==> src/rtl/keypad_scanner.sv <==
// keypad_scanner: scans a 4x4 active-low matrix keypad one column at a time,
// debounces presses and releases on a slow scan tick, and reports each
// accepted key once as a code on num with a single-cycle valid pulse.
module keypad_scanner #(
    parameter int CLK_DIV  = 50000,
    parameter int DEBOUNCE = 10
) (
    input  logic       clk,
    input  logic       reset,
    input  logic [3:0] row,
    output logic [3:0] col,
    output logic [3:0] num,
    output logic       valid,
    output logic       pressed
);

    localparam int DIV_W = (CLK_DIV > 1) ? $clog2(CLK_DIV) : 1;
    localparam int CNT_W = $clog2(DEBOUNCE + 1);
    localparam logic [DIV_W-1:0] DIV_LAST = DIV_W'(CLK_DIV - 1);
    localparam logic [CNT_W-1:0] DEB_LAST = CNT_W'(DEBOUNCE - 1);

    // State names carry a prefix so they cannot collide with the DEBOUNCE parameter.
    typedef enum logic [1:0] {
        ST_SCAN     = 2'd0,
        ST_DEBOUNCE = 2'd1,
        ST_PRESSED  = 2'd2,
        ST_RELEASE  = 2'd3
    } state_t;

    state_t           r_state;
    logic [3:0]       r_rowMeta;
    logic [3:0]       r_rowSync;
    logic [DIV_W-1:0] r_divCnt;
    logic [CNT_W-1:0] r_stableCnt;
    logic [1:0]       r_colIdx;
    logic [1:0]       r_rowIdx;
    logic [3:0]       r_col;
    logic [3:0]       r_num;
    logic             r_valid;
    logic             r_pressed;

    logic             w_tick;
    logic             w_anyLow;
    logic             w_keyLow;
    logic [1:0]       w_lowRow;
    logic [1:0]       w_colNext;
    logic [3:0]       w_colNextPattern;

    // Two-flop synchronizer for the asynchronous row lines; idles at "no key".
    always_ff @(posedge clk) begin
        if (reset) begin
            r_rowMeta <= 4'hF;
            r_rowSync <= 4'hF;
        end else begin
            r_rowMeta <= row;
            r_rowSync <= r_rowMeta;
        end
    end

    // Dwell counter that sets the scan/sample rate; wraps after CLK_DIV cycles.
    always_ff @(posedge clk) begin
        if (reset || (r_divCnt == DIV_LAST)) begin
            r_divCnt <= '0;
        end else begin
            r_divCnt <= r_divCnt + 1'b1;
        end
    end

    assign w_tick    = (r_divCnt == DIV_LAST);
    assign w_anyLow  = ~(&r_rowSync);
    assign w_keyLow  = ~r_rowSync[r_rowIdx];
    assign w_colNext = r_colIdx + 2'd1;

    // Pick the lowest-index active row so simultaneous keys in a column resolve deterministically.
    always_comb begin
        w_lowRow = 2'd3;
        if (!r_rowSync[0]) begin
            w_lowRow = 2'd0;
        end else if (!r_rowSync[1]) begin
            w_lowRow = 2'd1;
        end else if (!r_rowSync[2]) begin
            w_lowRow = 2'd2;
        end
    end

    // Column drive pattern for the next column: only that column's line is pulled low.
    always_comb begin
        w_colNextPattern            = 4'hF;
        w_colNextPattern[w_colNext] = 1'b0;
    end

    // Scan/debounce FSM; all outputs are registered and only move on a tick.
    always_ff @(posedge clk) begin
        if (reset) begin
            r_state     <= ST_SCAN;
            r_colIdx    <= 2'd0;
            r_rowIdx    <= 2'd0;
            r_col       <= 4'b1110;
            r_num       <= 4'd0;
            r_valid     <= 1'b0;
            r_pressed   <= 1'b0;
            r_stableCnt <= '0;
        end else begin
            r_valid <= 1'b0;
            if (w_tick) begin
                case (r_state)
                    ST_SCAN: begin
                        if (w_anyLow) begin
                            r_rowIdx    <= w_lowRow;
                            r_stableCnt <= '0;
                            r_state     <= ST_DEBOUNCE;
                        end else begin
                            r_colIdx <= w_colNext;
                            r_col    <= w_colNextPattern;
                        end
                    end
                    ST_DEBOUNCE: begin
                        if (w_keyLow) begin
                            r_stableCnt <= r_stableCnt + 1'b1;
                            if (r_stableCnt == DEB_LAST) begin
                                r_state   <= ST_PRESSED;
                                r_num     <= {r_rowIdx, r_colIdx};
                                r_valid   <= 1'b1;
                                r_pressed <= 1'b1;
                            end
                        end else begin
                            r_state  <= ST_SCAN;
                            r_colIdx <= w_colNext;
                            r_col    <= w_colNextPattern;
                        end
                    end
                    ST_PRESSED: begin
                        if (!w_keyLow) begin
                            r_stableCnt <= '0;
                            r_state     <= ST_RELEASE;
                        end
                    end
                    ST_RELEASE: begin
                        if (!w_keyLow) begin
                            if (r_stableCnt == DEB_LAST) begin
                                r_stableCnt <= '0;
                                r_state     <= ST_SCAN;
                                r_pressed   <= 1'b0;
                                r_colIdx    <= w_colNext;
                                r_col       <= w_colNextPattern;
                            end else begin
                                r_stableCnt <= r_stableCnt + 1'b1;
                            end
                        end else begin
                            r_stableCnt <= '0;
                        end
                    end
                    default: begin
                        r_state <= ST_SCAN;
                    end
                endcase
            end
        end
    end

    assign col     = r_col;
    assign num     = r_num;
    assign valid   = r_valid;
    assign pressed = r_pressed;

endmodule

==> config.mk <==
export PLATFORM = sky130hd
export DESIGN_NAME = keypad_scanner
export DESIGN_NICKNAME = d
export VERILOG_FILES = /design/src/rtl/keypad_scanner.sv
export SDC_FILE = /design/constraint.sdc
export NUM_CORES = 1
export LEC_CHECK = 0
export CORE_ASPECT_RATIO = 0.75
export CORE_MARGIN = 4
export CORE_UTILIZATION = 45
export DETAILED_ROUTE_END_ITERATION = 16
export DONT_BUFFER_PORTS = 1
export HOLD_SLACK_MARGIN = 0.06
export PLACE_DENSITY = 0.62
export RECOVER_POWER = 100
export SETUP_SLACK_MARGIN = 0.3
export SYNTH_ARGS = -nofsm -noshare
export SYNTH_HDL_FRONTEND = slang
export SYNTH_SLANG_ARGS = --single-unit
==> constraint.sdc <==
create_clock -name clk -period 2.3 [get_ports clk]
set_input_delay 0.115 -clock clk [delete_from_list [all_inputs] [get_ports clk]]
set_output_delay 0.115 -clock clk [all_outputs]
set_load 0.01 [all_outputs]
# After elaboration in Yosys (flattened, before gate mapping)
# Cells that the tools add are included.
[totals]
reg_bits = 44
inputBits = 6
output_inout_bits = 10
elab_cells = 85
[classes]
n_addsub = 3
order_cmp = 3
n_eq_ne = 14
mux = 36
bitwise = 5
reduce_logical = 13
[op_table]
columns = ["op", "count"]
rows = [
  ["4-bit 2-to-1 mux", 9],
  ["2-bit 2-to-1 mux", 12],
  ["6-bit AND reduction", 3],
  ["16-bit by 1-bit adder with 16-bit output, second input constant", 1],
  ["16-bit == test, second input constant", 1],
  ["2-bit != test, second input constant", 8],
  ["4-bit case mux with 4 select lines", 1],
  ["4-bit case mux with 3 select lines", 1],
  ["4-bit AND reduction", 3],
  ["1-bit 2-to-1 mux", 8],
  ["2-bit case mux with 4 select lines", 1],
  ["2-bit by 3-bit < comparator with 1-bit output, second input constant", 2],
  ["2-bit case mux with 3 select lines", 1],
  ["4-bit by 1-bit adder with 4-bit output, second input constant", 1],
  ["2-bit == test, second input constant", 2],
  ["4-bit == test, second input constant", 1],
  ["1-bit NOT", 4],
  ["4-bit NOT", 1],
  ["4-bit OR reduction", 1],
  ["3-bit != test, second input constant", 1],
  ["3-bit AND reduction", 1],
  ["3-bit nonzero test", 1],
  ["2-bit by 1-bit adder with 2-bit output, second input constant", 1],
  ["1-bit binary-select mux with 2-bit select", 1],
  ["other kinds (8)", 8],
]

# Longest topological paths before layout
[logic_depth]
ltp_word = 9
mapped_depth = 8
mapped_depth_nobuf = 7

# Least setup slack after synthesis
# Ideal clock, no wire load.
[synth_timing]
path_type = "flip-flop to flip-flop"
from = "register r_divCnt[0]"
to = "register r_col[1] (netlist: col[1])"
setup_time_ns = 0.114
t_arrival_ns = 1.609
required_ns = 2.186
path_slack_ns = 0.577
stages_incl_launch_ff = 9
n_path_buf = 2
cell_sequence = "dfxtp_1 -> ha_1 -> and3_1 -> and4_1 -> buf_4 -> o211a_1 -> buf_6 -> or2_1 -> a21o_1"
[synth_between]
elab_chain_len = 2
[synth_lines]
columns = ["item", "line", "rtl"]
rows = [
  ["from (decl)", "33", "logic [DIV_W-1:0] r_divCnt;"],
  ["from (signal assigned)", "65", "r_divCnt <= r_divCnt + 1'b1;"],
  ["16-bit == test", "69", "assign w_tick = (r_divCnt == DIV_LAST);"],
  ["6-bit AND reduction (no source line)", "-", ""],
  ["to (signal assigned)", "114", "r_col <= w_colNextPattern;"],
  ["to (signal assigned)", "129", "r_col <= w_colNextPattern;"],
  ["to (signal assigned)", "145", "r_col <= w_colNextPattern;"],
  ["to (decl)", "37", "logic [3:0] r_col;"],
]
# No other way between the ends.
# A chain may end at the register's enable or synchronous reset.

# Worst setup path in the final report
[layout_timing]
from = "register r_divCnt[0]"
to = "register r_num[1] (netlist: num[1])"
[layout_between]
elab_chain_len = 2
[layout_lines]
columns = ["item", "line", "rtl"]
rows = [
  ["16-bit == test", "69", ""],
  ["4-bit AND reduction (no source line)", "-", ""],
  ["to (signal assigned)", "122", "r_num <= {r_rowIdx, r_colIdx};"],
  ["to (decl)", "38", "logic [3:0] r_num;"],
]
# No other way between the ends.

==> out/metrics.csv <==
stage;metric;value;unit
run_status;status;finished clean;
finish;nets;228;
finish;n_fill_cell;379;
global_route;grt_pass1_vias;1411;
power_and_ir_drop;ir_drop;0.320;mV
timing;finalHoldViolations;0;
floorplan;start_util;47.0;%
timing;hold_slack;0.0540;ns
placed_design;gp_congestion;0.783;
global_route;antenna_found_initial;0;
floorplan;dieArea;0.00538;mm2
placed_design;place_ws;0.414;ns
clock_network;cts_buffers;5;
global_route;grt_use_total;14.1;%
synth;ys_async_sr_fraction;0;%
timing;slew_violations;0;
synth;synth_cells;209;
drt;dr.pass1.iters;4;
power_and_ir_drop;power_frac_seq;58.3;%
floorplan;num_io_pins;16;
critical_path;worstSetupPathType;register to register;
drt;drt_wl_total;3530;um
clock_network;clock_path_buffers;2;
critical_path;cp_data_arrival_time;2.04;ns
timing;finClkSkew;0.00919;ns
drt;vias_per_cell;5.28;
floorplan;die_w;83.4;um
placed_design;dpl.hpwl;2450;um
floorplan;die_h;64.5;um
critical_path;end_kind;register;
finish;area_delta_synth_final;10.5;%
power_and_ir_drop;internal_power;1060;uW
timing;worst_pin_slew;0.960;ns
timing;max_slew_margin;35.8;%
job;max_cap_violations;0;
timing;timing.final.crit_share;82.6;%
clock_network;insertion_delay;0.29;ns
clock_network;htree_num_levels;2;
finish;drive_gt1_share;10.7;%
power_and_ir_drop;pwr-share-comb;3.6;%
synth;synth_area;0.00192;mm2
timing;grt_setup_unrepaired;false;
worst_hold_path;hold_path_class;primary input to register;
power_and_ir_drop;power_density;634;mW/mm2
synth;ys_ff_latch;44;
synth;ys_warn_count;0;
drt;post-route-drc-count;0;
power_and_ir_drop;sw_frac_of_total;20.9;%
synth;syn_avg_cell_area;9.18;um2
critical_path;worstPathMaxFanout;7;
drt;detail-route-antenna-nets;0;
floorplan;core;0.00408;mm2
placed_design;portBuffers;0;
finish;layout_common_cells;44 x dfxtp_1, 30 x nor2_1, 11 x nand3_1;
clock_network;cts_tree;built;
power_and_ir_drop;switchingPower;281;uW
timing;period_minus_slack;1.90;ns
timing;setup_ws;0.400;ns
synth;syn_nets;222;
power_and_ir_drop;p_total;1340;uW
floorplan;rows;20;
critical_path;startpoint_type;register;
power_and_ir_drop;p_leak;0.000782;uW
synth;yosysSeqAreaShare;45.9;%
synth;synth_edf_count;0;
timing;tns;0;ns
drt;dr.first_iter.drc_count;53;
drt;avgRoutedWirePerCell;13.1;um
finish;layout_commonest_cell;dfxtp_1;
global_route;grt_max_degree;30;
finish;antenna_cells;0;
timing;setup_viol;0;
power_and_ir_drop;power.share.clock;38.1;%
clock_network;cts_sinks;44;
clock_network;path_clk_slew;0.08;ns
synth;synth_cell_type_count;43;
clock_network;clockRootBuffer;clkbuf_8;
global_route;overflow;0;
global_route;grt_pass1_wl;6240;um
timing;fmax;526;MHz
synth;synth_top_flop_cell;dfxtp_1;
critical_path;cp.required;2.44;ns
drt;route.vias.total;1426;
-- cell usage after synthesis (all sizes together), types with 2 or more instances --
cell type | instances | area share (%)
xor2 | 6 | 2.7
ha | 7 | 4.6
nand3 | 11 | 2.9
a31oi | 2 | 0.65
clkbuf | 5 | 0.98
nand2 | 9 | 1.8
or2 | 11 | 3.6
nand2b | 4 | 1.3
nor3 | 2 | 0.52
xnor2 | 6 | 2.7
nor2 | 31 | 6.1
mux2i | 8 | 4.2
nand4 | 8 | 2.9
inv | 9 | 1.8
a21o | 3 | 1.2
buf | 3 | 1.2
a21oi | 10 | 2.8
or3 | 5 | 1.6
dfxtp | 44 | 46
o21ai | 8 | 2.1
-- power groups by stage --
stage	Sequential, uW	Combinational (uW)	Clock, uW
after global routing	785	56.1	554
after global placement	801	32.3	0
after CTS	783	47.1	524
after detailed placement	801	34.0	0
after floorplan	799	34.7	0
final	783	48.6	511
-- cell type report --
cell class | instances | area [um2] | area share (%)
Clock buffer | 7 | 96.3 | 4.55
Inverter | 9 | 33.8 | 1.59
Multi-Input combinational cell | 148 | 978 | 46.2
Sequential cell | 44 | 881 | 41.6
Tap cell | 55 | 68.8 | 3.25
Timing Repair Buffer | 7 | 61.3 | 2.89
-- routing by layer --
| metal | track usage, % | share of wire (%) |
|---|---|---|
| met5 | 0 | 0 |
| met3 | 5.21 | 4.9 |
| met4 | 4.69 | 0.74 |
| met1 | 16.8 | 50 |
| met2 | 23.4 | 45 |
-- cell families (layout without fill, tap and decap cells) --
logic type               after synthesis  in the layout  synth area share (%)
XOR/XNOR                              12             12                  5.48
buffers and inverters                 17             23                  3.98
multiplexers                           9              9                  5.35
AND/OR/NAND/NOR                       89             89                  24.4
flip-flops                            44             44                  45.9
adder cells (fa/ha/maj)                8              8                  5.09
AO/OA/AOI/OAI                         30             30                  9.78
-- worst max-delay path, stage by stage, from the launching register on --
cell and delay, ns:
dfxtp_1 0.37, ha_1 0.21, and3_1 0.23, and4_1 0.37
nand4_2 0.29, mux2i_1 0.21, nor2_1 0.06
-- state kept, by name, summed over array words and instances (netlist names), named ones only --
| signal | cells |
|---|---|
| r_rowSync | 4 |
| r_state | 1 |
| r_stableCnt | 4 |
| num | 4 |
| r_rowIdx | 2 |
| col | 4 |
| r_rowMeta | 4 |
| r_divCnt | 16 |
| pressed | 1 |
| r_colIdx | 2 |
| valid | 1 |
-- metrics by stage --
step | area (um2) | cells | util, %
finish | 2120 | 270 | 52.0
global route | 2120 | 270 | 52.0
CTS | 2090 | 268 | 51.3
detailed placement | 1940 | 256 | 47.7
global placement | 1940 | 256 | 47.7
floorplan | 1920 | 209 | -
-- final timing paths --
path,from,to,slack [ns],cells past startpoint
setup / recovery,r_divCnt[0],num[1],0.40,6
hold / removal,reset,r_stableCnt[2],0.05,3
setup reg to reg,r_divCnt[0],num[1],0.40,6
hold reg to reg,r_rowMeta[0],r_rowSync[0],0.42,1
-- what timing repair did --
| item | 4_1_cts | 5_1_grt |
|---|---|---|
| setup endpoints to repair | 0 | 30 |
| hold buffers | 5 | 0 |
| gates resized for setup | 0 | 5 |
| setup buffers | 0 | 2 |
| hold endpoints to repair | 28 | 0 |
Power figures use the tool's default switching activity.
